$ cat src/rtl/bcd_scan_display.sv
// rtl/bcd_scan_display.sv - multiplexed 6-digit HH.MM.SS 7-segment scanner
//
// Purpose: scans packed-BCD hour/minute/second words onto a 6-digit
// multiplexed 7-segment display, one digit per SCAN_DIV clocks, with a
// one-cycle blank between digits, leading hours-zero suppression, and a
// once-per-frame input snapshot so a frame never mixes carry states.
//
// Parameters:
//   SCAN_DIV       clocks each digit slot lasts (>= 2), last one is blank
//   SEG_ACTIVE_LOW 1: seg/dp driven low to light
//   AN_ACTIVE_LOW  1: an driven low to select
//   BLINK_FRAMES   frames per blink half-period (BCD_SCAN_BLINK_EN only)
//
// Ports:
//   clk, reset     clock, synchronous active-high reset
//   hour_bcd       [7:4] tens, [3:0] ones
//   min_bcd        packed BCD minutes
//   sec_bcd        packed BCD seconds
//   blink_mask     {hours, minutes, seconds} blink enables (BCD_SCAN_BLINK_EN only)
//   an             digit select, bit0 = seconds ones .. bit5 = hours tens
//   seg            {g,f,e,d,c,b,a}
//   dp             decimal point
//
// Optional feature macro: BCD_SCAN_BLINK_EN (adds blink_mask and BLINK_FRAMES).

module bcd_scan_display #(
    parameter int SCAN_DIV       = 50000,
    parameter bit SEG_ACTIVE_LOW = 1'b1,
    parameter bit AN_ACTIVE_LOW  = 1'b1
`ifdef BCD_SCAN_BLINK_EN
    ,
    parameter int BLINK_FRAMES   = 32
`endif
) (
    input  logic       clk,
    input  logic       reset,
    input  logic [7:0] hour_bcd,
    input  logic [7:0] min_bcd,
    input  logic [7:0] sec_bcd,
`ifdef BCD_SCAN_BLINK_EN
    input  logic [2:0] blink_mask,
`endif
    output logic [5:0] an,
    output logic [6:0] seg,
    output logic       dp
);

    localparam int DIV_W = (SCAN_DIV > 2) ? $clog2(SCAN_DIV) : 1;
    localparam logic [DIV_W-1:0] DIV_LAST = DIV_W'(SCAN_DIV - 1);

    localparam logic [5:0] AN_OFF  = AN_ACTIVE_LOW  ? 6'h3F : 6'h00;
    localparam logic [6:0] SEG_OFF = SEG_ACTIVE_LOW ? 7'h7F : 7'h00;
    localparam logic       DP_OFF  = SEG_ACTIVE_LOW;

    logic [DIV_W-1:0] div_cnt_q, div_cnt_d;
    logic [2:0]       idx_q, idx_d;
    logic [23:0]      snap_q, snap_d;
    logic [5:0]       an_q, an_d;
    logic [6:0]       seg_q, seg_d;
    logic             dp_q, dp_d;

    logic             div_last;
    logic             frame_end;
    logic [3:0]       nibble;
    logic             blank;
    logic [5:0]       an_log;
    logic [6:0]       seg_log;
    logic             dp_log;

`ifdef BCD_SCAN_BLINK_EN
    localparam int FC_W = (BLINK_FRAMES > 1) ? $clog2(BLINK_FRAMES) : 1;
    localparam logic [FC_W-1:0] FC_LAST = FC_W'(BLINK_FRAMES - 1);

    logic [FC_W-1:0] frame_cnt_q, frame_cnt_d;
    logic            blink_phase_q, blink_phase_d;
    logic [2:0]      mask_q, mask_d;
`endif

    function automatic logic [6:0] decode(input logic [3:0] v);
        case (v)
            4'd0:    decode = 7'h3F;
            4'd1:    decode = 7'h06;
            4'd2:    decode = 7'h5B;
            4'd3:    decode = 7'h4F;
            4'd4:    decode = 7'h66;
            4'd5:    decode = 7'h6D;
            4'd6:    decode = 7'h7D;
            4'd7:    decode = 7'h07;
            4'd8:    decode = 7'h7F;
            4'd9:    decode = 7'h6F;
            default: decode = 7'h40;   // non-BCD nibble shows a dash
        endcase
    endfunction

    always_comb begin
        div_last  = (div_cnt_q == DIV_LAST);
        frame_end = div_last && (idx_q == 3'd5);

        div_cnt_d = div_last ? '0 : div_cnt_q + 1'b1;
        idx_d     = idx_q;
        if (div_last) begin
            idx_d = (idx_q == 3'd5) ? 3'd0 : idx_q + 3'd1;
        end

        // Snapshot on the dead cycle before digit 0 so the new frame is coherent.
        snap_d = frame_end ? {hour_bcd, min_bcd, sec_bcd} : snap_q;

        case (idx_q)
            3'd0:    nibble = snap_q[3:0];
            3'd1:    nibble = snap_q[7:4];
            3'd2:    nibble = snap_q[11:8];
            3'd3:    nibble = snap_q[15:12];
            3'd4:    nibble = snap_q[19:16];
            3'd5:    nibble = snap_q[23:20];
            default: nibble = 4'd0;
        endcase

        // Hours tens zero is blanked but still selected to keep timing uniform.
        blank = (idx_q == 3'd5) && (nibble == 4'd0);

`ifdef BCD_SCAN_BLINK_EN
        frame_cnt_d   = frame_cnt_q;
        blink_phase_d = blink_phase_q;
        mask_d        = frame_end ? blink_mask : mask_q;
        if (frame_end) begin
            if (frame_cnt_q == FC_LAST) begin
                frame_cnt_d   = '0;
                blink_phase_d = ~blink_phase_q;
            end else begin
                frame_cnt_d = frame_cnt_q + 1'b1;
            end
        end
        // idx[2:1] maps digit pairs to seconds/minutes/hours.
        if (blink_phase_q && mask_q[idx_q[2:1]]) begin
            blank = 1'b1;
        end
`endif

        an_log  = 6'b000001 << idx_q;
        seg_log = blank ? 7'h00 : decode(nibble);
        dp_log  = ((idx_q == 3'd2) || (idx_q == 3'd4)) && !blank;

        // Anti-ghosting: one fully dark cycle at every digit change.
        if (div_last) begin
            an_log  = 6'h00;
            seg_log = 7'h00;
            dp_log  = 1'b0;
        end

        an_d  = AN_ACTIVE_LOW  ? ~an_log  : an_log;
        seg_d = SEG_ACTIVE_LOW ? ~seg_log : seg_log;
        dp_d  = SEG_ACTIVE_LOW ? ~dp_log  : dp_log;
    end

    always_ff @(posedge clk) begin
        if (reset) begin
            div_cnt_q <= '0;
            idx_q     <= 3'd0;
            snap_q    <= 24'd0;
            an_q      <= AN_OFF;
            seg_q     <= SEG_OFF;
            dp_q      <= DP_OFF;
        end else begin
            div_cnt_q <= div_cnt_d;
            idx_q     <= idx_d;
            snap_q    <= snap_d;
            an_q      <= an_d;
            seg_q     <= seg_d;
            dp_q      <= dp_d;
        end
    end

`ifdef BCD_SCAN_BLINK_EN
    always_ff @(posedge clk) begin
        if (reset) begin
            frame_cnt_q   <= '0;
            blink_phase_q <= 1'b0;
            mask_q        <= 3'b000;
        end else begin
            frame_cnt_q   <= frame_cnt_d;
            blink_phase_q <= blink_phase_d;
            mask_q        <= mask_d;
        end
    end
`endif

    assign an  = an_q;
    assign seg = seg_q;
    assign dp  = dp_q;

endmodule

$ cat config.mk
export PLATFORM = sky130hd
export DESIGN_NAME = bcd_scan_display
export DESIGN_NICKNAME = d
export VERILOG_FILES = /design/src/rtl/bcd_scan_display.sv
export SDC_FILE = /design/constraint.sdc
export NUM_CORES = 1
export LEC_CHECK = 0
export ABC_AREA = 1
export BUFFER_PORTS_ARGS = -buffer_cell sky130_fd_sc_hd__buf_4
export CORE_MARGIN = 2
export CORE_UTILIZATION = 40
export CTS_CLUSTER_DIAMETER = 50
export DETAILED_ROUTE_END_ITERATION = 10
export GPL_TIMING_DRIVEN = 0
export PLACE_DENSITY = 0.7
export SLEW_MARGIN = 20
export SYNTH_ARGS = -nofsm -noshare
export SYNTH_HDL_FRONTEND = slang
export SYNTH_SLANG_ARGS = --single-unit
$ cat constraint.sdc
create_clock -name clk -period 3.4 [get_ports clk]
set_input_delay 0.17 -clock clk [delete_from_list [all_inputs] [get_ports clk]]
set_output_delay 0.17 -clock clk [all_outputs]
set_load 0.1 [all_outputs]
==> impl_metrics.yaml <==
grt:
  grt_antenna_before_repair: 0
  first_global_vias: 2165
  grt-ovfl-total: 0
  grt_usage_pct: 16.4
  grt_max_degree: 11
  grt_pass1_wl_mm: 9.58
cts:
  ctsLongestPathBuffers: 2
  cts-htree-levels: 3
  post_cts_resized: 0
  cts_made_buffers: 9
  cts_tree: "yes"
  clk_pin_slew_ps: 60
  clock_latency_ps: 330
  clkSinkCount: 57
  cts.hold.buffers_added: 0
  clockRootBuffer: "clkbuf_8"
  post_cts_buffers: 0
die:
  start_util_pct: 41.9
  die_w_um: 86.2
  ios: 40
  rows: 29
  die_h_um: 86.2
  fp.dieArea_mm2: 0.00743
  core_mm2: 0.00646
final_layout:
  diodes: 0
  multi_input_area_mm2: 0.00125
  drive_gt1_share_pct: 24.9
  nNetsFinal: 437
  regArea_mm2: 0.00114
  fill_cells: 634
  final_cell_mix: "dfxtp_1 (57), nand2_1 (52), inv_1 (49)"
  areaGrowthSynthToFinish_pct: 20.4
  fin_cells: 483
  final_common_cell: "dfxtp_1"
worst_setup_path:
  r2r-end: "seg[1]"
  cp_data_arrival_time_ps: 2440
  max_stage_delay_ps: 470
  critPathMostFrequentCell: "nand2_1"
  cp_cell_sequence: "nand2_1 > inv_1 > ha_1 > nand2_1 > o21ai_0 > nor2_1 > nand2_1 > inv_1 > ha_1 > nand3_2 > nor2_2 > nor2_2 > nand3_1"
  worstSetupPathType: "flop to flop"
  reg2reg_slack_ps: 1150
  cp.required_ps: 3590
  cpMaxStageDelayCell: "dfxtp_1"
  crit_path_end_kind: "flop"
  reg2reg_depth: 13
  cp-start-kind: "flop"
  crit_fanout: 7
  reg2reg_from: "idx_q[1]"
hold_path:
  holdCritPathClass: "primary input to flop"
  hold_start: "reset"
  hold_path_end: "idx_q[1]"
  hold_path_depth: 2
drt:
  drtIter0Drc: 84
  viasPerCell: 4.79
  drcViolationCount: 0
  wl_mm: 5.54
  via_count: 2315
  wl_per_cell_um: 11.5
  antenna_left: 0
  first_pass_iters: 4
timing:
  slew_headroom_pct: 75.0
  worst_slew_pin_slew_ps: 374
  hold_slack_ps: 25.8
  fin_crit_sh_pct: 66.0
  clock_skew_ps: 7.65
  setup_viol_count_final: 0
  finalSetupTns_ps: 0
  rsz0062_at_grt: "no"
  finalCriticalPeriod_ps: 2250
  fmaxAchievable_ghz: 0.445
  slew_violations: 0
  final_hold_viol_count: 0
flow_run:
  drv_cap: 0
placed_design:
  io_buffers: 39
  place_hpwl_mm: 4.25
  place_congestion: 0.851
  dp.cells: 469
synthesis:
  postSynthCellCount: 353
  ys_warn_count: 0
  syn_area_mm2: 0.00270
  yosys_register_bits: 57
  netlist_top_cells_area: "dfxtp_1 (42%), nand2_1 (7.2%), inv_1 (6.8%), nand3_1 (5.6%), a21oi_1 (5.4%)"
  yosysSeqAreaShare_pct: 42.2
  yosysTopAreaCell: "dfxtp_1"
  syn_area_per_cell_um2: 7.66
  synth_cell_types: 34
  synth_nets: 387
  synth_top_area_share_pct: 42.2
status:
  status: "completed"
power_and_ir_drop:
  vdd_ir_drop_max_uv: 199
  power_leakage_nw: 1.33
  pwr_density_cell_mw_per_mm2: 403
==> worst max path at each step <==
stage | startpoint | to | slack (ps)
finish | idx_q[1] | seg[1] | 1150
global route | idx_q[1] | seg[1] | 800
CTS | idx_q[1] | seg[1] | 1150
detailed placement | idx_q[1] | seg[1] | 1150
global placement | idx_q[1] | seg[5] | 1230
floorplan | idx_q[1] | seg[4] | 1550
==> synth_stat cells, drive strengths merged <==
| cell | n |
|---|---|
| or2 | 1 |
| nor2 | 35 |
| clkinv | 1 |
| xor2 | 2 |
| o211ai | 1 |
| a211oi | 1 |
| nor3b | 1 |
| o31ai | 1 |
| nand3 | 34 |
| dfxtp | 57 |
| clkbuf | 3 |
| nor3 | 4 |
| nand4 | 7 |
| a21oi | 34 |
| o21ai | 33 |
| buf | 8 |
| ha | 8 |
| nand3b | 1 |
| inv | 58 |
| o21a | 2 |
| nand2 | 61 |
==> critical path, delay by kind of cell (launching register included) <==
kind / cells / cell delay (ps)
AND/OR/NAND/NOR: 8 / 900
adder cells (fa/ha/maj): 2 / 470
flip-flops: 1 / 470
buffers and inverters: 2 / 180
AO/OA/AOI/OAI: 1 / 80
==> final cells by class <==
| cell class | count | share of cell area, % |
|---|---|---|
| Inverter | 59 | 6.96 |
| Clock buffer | 14 | 5.00 |
| Timing Repair Buffer | 39 | 8.99 |
| Buffer | 11 | 2.50 |
| Sequential cell | 57 | 35.0 |
| Multi-Input combinational cell | 226 | 38.5 |
| Tap cell | 77 | 2.96 |
==> metrics by stage <==
| stage | power [mW] | area, µm² | setup slack (ps) | utilization (%) |
|---|---|---|---|---|
| after floorplan | 0.747 | 2700 | 1550 | - |
| after global placement | 0.782 | 3090 | 1230 | 47.9 |
| after detailed placement | 0.783 | 3090 | 1150 | 47.9 |
| after CTS | 1.32 | 3260 | 1150 | 50.4 |
| after global routing | 1.36 | 3260 | 805 | 50.4 |
| final | 1.31 | 3260 | 1150 | 50.4 |
==> flip-flops by register name, indices dropped and copies added, names as in the netlist <==
signal and cells:
snap_q 24, div_cnt_q 16, seg 7, an 6, idx_q 3, dp 1
==> layer usage <==
| metal | vias up | global-route usage (%) | share of wire (%) |
|---|---|---|---|
| li1 | 1240 | - | - |
| met1 | 1005 | 21.5 | 49 |
| met2 | 54 | 24.2 | 44 |
| met3 | 16 | 4.10 | 4.0 |
| met4 | 0 | 9.94 | 3.3 |
| met5 | - | 0 | 0 |
==> report_power, final <==
part / leakage [nW] / internal, mW / switching, mW / total (mW)
Sequential: 0.463 / 0.675 / 0.00321 / 0.679
Combinational: 0.781 / 0.0320 / 0.0568 / 0.0888
Clock: 0.0826 / 0.297 / 0.247 / 0.544
Total: 1.33 / 1.00 / 0.307 / 1.31
==> cell families after synthesis <==
logic type	share of synthesized area (%)
AND/OR/NAND/NOR	27.6
AO/OA/AOI/OAI	14.5
buffers and inverters	11.4
flip-flops	42.2
adder cells (fa/ha/maj)	3.70
XOR/XNOR	0.648
No activity file was read; power rests on OpenSTA's default activity.
